[src/rtl/word_serializer.sv]
// Parallel-to-serial word shifter with ready/valid intake and back-to-back support.
// All serial-side outputs are registered; din_ready depends only on state and R.
module word_serializer #(
  parameter int   WIDTH     = 8,
  parameter bit   MSB_FIRST = 1'b1,
  parameter logic IDLE_BIT  = 1'b0
) (
  input  logic             clk,
  input  logic             R,
  input  logic [WIDTH-1:0] din,
  input  logic             din_valid,
  output logic             din_ready,
  output logic             out,
  output logic             busy,
  output logic             last,
  output logic [15:0]      tx_count
);

  localparam int IDX_W = $clog2(WIDTH);
  localparam logic [IDX_W-1:0] IDX_MAX = IDX_W'(WIDTH - 1);

  typedef enum logic {
    IDLE  = 1'b0,
    SHIFT = 1'b1
  } state_t;

  state_t           state_q, state_d;
  logic [WIDTH-1:0] shreg_q, shreg_d;
  logic [IDX_W-1:0] idx_q, idx_d;
  logic             out_q, out_d;
  logic             busy_q, busy_d;
  logic             last_q, last_d;
  logic [15:0]      count_q, count_d;
  logic             at_last;
  logic             accept;

  // Bit index tracks the bit currently on out, so the final bit is the
  // cycle in which a new word may be taken without a gap.
  always_ff @(posedge clk or posedge R) begin
    if (R) begin
      state_q <= IDLE;
      shreg_q <= '0;
      idx_q   <= '0;
      out_q   <= IDLE_BIT;
      busy_q  <= 1'b0;
      last_q  <= 1'b0;
      count_q <= 16'h0000;
    end else begin
      state_q <= state_d;
      shreg_q <= shreg_d;
      idx_q   <= idx_d;
      out_q   <= out_d;
      busy_q  <= busy_d;
      last_q  <= last_d;
      count_q <= count_d;
    end
  end

  always_comb begin
    state_d = state_q;
    shreg_d = shreg_q;
    idx_d   = idx_q;
    out_d   = out_q;
    busy_d  = busy_q;
    last_d  = last_q;
    count_d = count_q + {15'd0, last_q};

    at_last   = (state_q == SHIFT) && (idx_q == IDX_MAX);
    din_ready = ~R && ((state_q == IDLE) || at_last);
    accept    = din_valid && din_ready;

    // The first bit goes straight to out; the shift register keeps the rest.
    if (accept) begin
      state_d = SHIFT;
      idx_d   = '0;
      busy_d  = 1'b1;
      last_d  = 1'b0;
      if (MSB_FIRST) begin
        out_d   = din[WIDTH-1];
        shreg_d = din << 1;
      end else begin
        out_d   = din[0];
        shreg_d = din >> 1;
      end
    end else if (state_q == SHIFT) begin
      if (at_last) begin
        state_d = IDLE;
        idx_d   = '0;
        out_d   = IDLE_BIT;
        busy_d  = 1'b0;
        last_d  = 1'b0;
      end else begin
        idx_d  = idx_q + 1'b1;
        last_d = ((idx_q + 1'b1) == IDX_MAX);
        if (MSB_FIRST) begin
          out_d   = shreg_q[WIDTH-1];
          shreg_d = shreg_q << 1;
        end else begin
          out_d   = shreg_q[0];
          shreg_d = shreg_q >> 1;
        end
      end
    end
  end

  assign out      = out_q;
  assign busy     = busy_q;
  assign last     = last_q;
  assign tx_count = count_q;

endmodule

[config.mk]
export PLATFORM = sky130hd
export DESIGN_NAME = word_serializer
export DESIGN_NICKNAME = d
export VERILOG_FILES = /design/src/rtl/word_serializer.sv
export SDC_FILE = /design/constraint.sdc
export NUM_CORES = 1
export LEC_CHECK = 0
export ABC_AREA = 0
export CAP_MARGIN = 25
export CORE_MARGIN = 3
export CORE_UTILIZATION = 40
export DETAILED_ROUTE_END_ITERATION = 7
export PLACE_DENSITY = 0.66
export SYNTH_ARGS = -nofsm -noshare
export SYNTH_HDL_FRONTEND = slang
export SYNTH_SLANG_ARGS = --single-unit
[constraint.sdc]
create_clock -name clk -period 4.7 [get_ports clk]
set_input_delay 0.94 -clock clk [delete_from_list [all_inputs] [get_ports clk]]
set_output_delay 0.94 -clock clk [all_outputs]
set_load 0.005 [all_outputs]
==> results.yml <==
cts:
  clk_pin_slew_ns: 0.11
  clkLatencyLatePin_ns: 0.33
  cts_sinks: 30
  cts_tree: "done"
  clock_path_buffers: 2
  cts_resized: 0
  cts-buffers-inserted: 5
  root_buffer: "clkbuf_4"
  post_cts_buffers: 0
  htreeDepth: 2
  ctsHoldBuffers: 0
setup_path:
  cpMostUsedCell: "ha_1"
  crit_slowest_cell: "clkdlybuf4s50_1"
  start_kind: "register"
  r2r-end: "out"
  crit_family: "simple AND/OR/NAND/NOR gates"
  critPathRequiredTime_ns: 3.76
  crit_buf_inv: 1
  regToRegSetupSlack_ns: 2.68
  r2r_cells: 5
  crit_arrival_ns: 2.10
  crit_path_max_fanout: 13
  end_kind: "output pin"
  path_cells: "ha_1, ha_1, and2b_1, nor2_1, clkdlybuf4s50_1"
  r2r_start: "idx_q[0]"
  cpPeakStageDelay_ns: 0.47
  crit_type: "register to output pin"
  critPathLaunch: "idx_q[0]"
worst_hold_path:
  min_path_cells: 1
  hold_class: "register to register"
  hold-path-endpoint: "tx_count[15]"
  hold_start: "tx_count[15]"
route:
  first_pass_iters: 4
  vias: 968
  drcViolationCount: 0
  drt.antenna.violating_nets: 0
  wl_per_cell_um: 13.7
  vias_per_cell: 5.07
  drt-total-wl_mm: 2.61
  drt-initial-drc-count: 37
placement:
  io_buffers: 30
  place.gp.congestion: 0.767
  dpl_cell_area_mm2: 0.00172
  dp_hpwl_mm: 1.94
synth:
  netlist_area_mm2: 0.00135
  synth_warnings: 0
  syn_nets: 126
  synth_edf_count: 0
  syn_avg_cell_area_um2: 12.2
  async_flop_share: 1.00
  ys_seq_elements: 30
  ys_seq_area_frac: 0.558
  synthDistinctLibCells: 26
  syn_inst: 110
  yosys_most_used_dff: "dfrtp_1"
cells_and_area:
  finalNetCount: 162
  synthToLayoutAreaGrowth_pct: 36.1
  antennaDiodeCount: 0
  drive_gt1_frac: 0.109
  nFillCells: 280
  post-route-cell-area_mm2: 0.00183
power_and_ir_drop:
  peakVddDrop_uv: 348
  total_leakage_power_uw: 0.000845
  powerDensity_mw_per_mm2: 502
timing:
  slew_viol_final: 0
  hold_viol: 0
  setup_viol: 0
  skew_ns: 0.0160
  min_period_over_period: 0.646
  maxSlewHeadroom: 0.521
  post-route-min-period_ns: 3.04
  tns_ns: 0
  tightest_slew_ns: 0.718
  rsz0062_at_grt: "no"
  max_freq_ghz: 0.329
floorplanning:
  core_mm2: 0.00313
  die-width_um: 64.0
  die_area_mm2: 0.00409
  row_count: 20
  die_h_um: 64.0
  start_util: 0.430
  io_pins: 31
grt:
  grt_antenna_before_repair: 0
  grtUsageTotal: 0.143
  grt_pass1_wl_mm: 4.46
  first_global_vias: 1017
  overflow: 0
  grt_max_degree: 17
run_status:
  run_status: "finished, final reports clean"
flow_run:
  cap_violations: 0
==> layout make-up <==
class / count / area, um^2 / area share
Tap cell: 44 / 55.1 / 0.0301
Clock inverter: 2 / 60.1 / 0.0328
Multi-Input combinational cell: 73 / 567 / 0.310
Inverter: 5 / 18.8 / 0.0103
Timing Repair Buffer: 31 / 328 / 0.179
Sequential cell: 30 / 751 / 0.410
Clock buffer: 6 / 51.3 / 0.0280
==> cells in the mapped netlist (2+ instances only) <==
cell type	n	area share
a221o_1	7	0.052
nor3_1	3	0.011
xnor2_1	3	0.020
nor2b_1	2	0.0093
inv_1	5	0.014
nor4_2	4	0.037
xor2_1	11	0.072
dfrtp_1	30	0.56
ha_1	5	0.047
nor2_1	8	0.022
nand2_1	6	0.017
a21o_1	2	0.011
nand4_1	2	0.0093
nand3_1	4	0.015
and2_1	7	0.033
==> layer usage <==
layer | vias to the layer above | track usage | part of all wire
li1 | 462 | - | -
met1 | 473 | 0.157 | 0.44
met2 | 27 | 0.245 | 0.49
met3 | 6 | 0.0527 | 0.054
met4 | 0 | 0.0647 | 0.018
met5 | - | 0 | 0
==> power breakdown <==
part	internal, uW	switching [uW]	total, uW
clock	180	91.9	272
combinational	150	110	260
sequential	327	60.6	387
total	657	263	919
==> worst max path at each step <==
stage	end	slack [ns]	cells after the start
CTS	din_ready	1.65	5
global route	din_ready	1.52	5
finish	din_ready	1.66	5
detailed placement	din_ready	1.75	3
global placement	din_ready	1.77	3
floorplan	din_ready	2.48	5
==> flip-flops by register name, summed over array words and instances, names as in the netlist <==
signal    flops
busy          1
idx_q         3
last          1
out           1
shreg_q       7
state_q       1
tx_count     16
==> stage by stage <==
step,utilization,setup slack [ns],power [uW],hold slack [ns],cells
finish,0.585,1.66,919,0.468,191
global route,0.585,1.52,984,0.487,191
CTS,0.585,1.65,935,0.476,191
detailed placement,0.550,1.75,656,0.457,183
global placement,0.541,1.77,636,0.456,182
floorplan,-,2.48,533,0.465,110
==> cell usage in the layout (no fill, tap or decap), types with 2 or more instances in the layout <==
cell             instances
bufinv_16                2
clkbuf_4                 5
dfrtp_1                 30
nor4_2                   4
a21o_1                   2
xnor2_1                  3
nand3_1                  4
ha_1                     5
nor2b_1                  2
nor2_1                   8
inv_1                    5
nand2_1                  6
xor2_1                  11
clkdlybuf4s50_1         30
and2_1                   7
a221o_1                  7
nor3_1                   3
nand4_1                  2
==> worst register-to-register path, delay by kind of cell (launching register included) <==
kind                     cells  cell delay, ns
AO/OA/AOI/OAI                1            0.41
adder cells (fa/ha/maj)      2            0.41
flip-flops                   1            0.41
AND/OR/NAND/NOR              2            0.68
==> logic make-up after synthesis <==
| group | count (synthesis) | synth area share |
|---|---|---|
| compound gates | 12 | 0.0809 |
| xor+xnor | 14 | 0.0912 |
| fa+ha+maj | 5 | 0.0465 |
| buf+inv | 7 | 0.0205 |
| flops | 30 | 0.558 |
| mux | 1 | 0.00837 |
| simple gates | 41 | 0.194 |
Power figures use the tool's default switching activity.
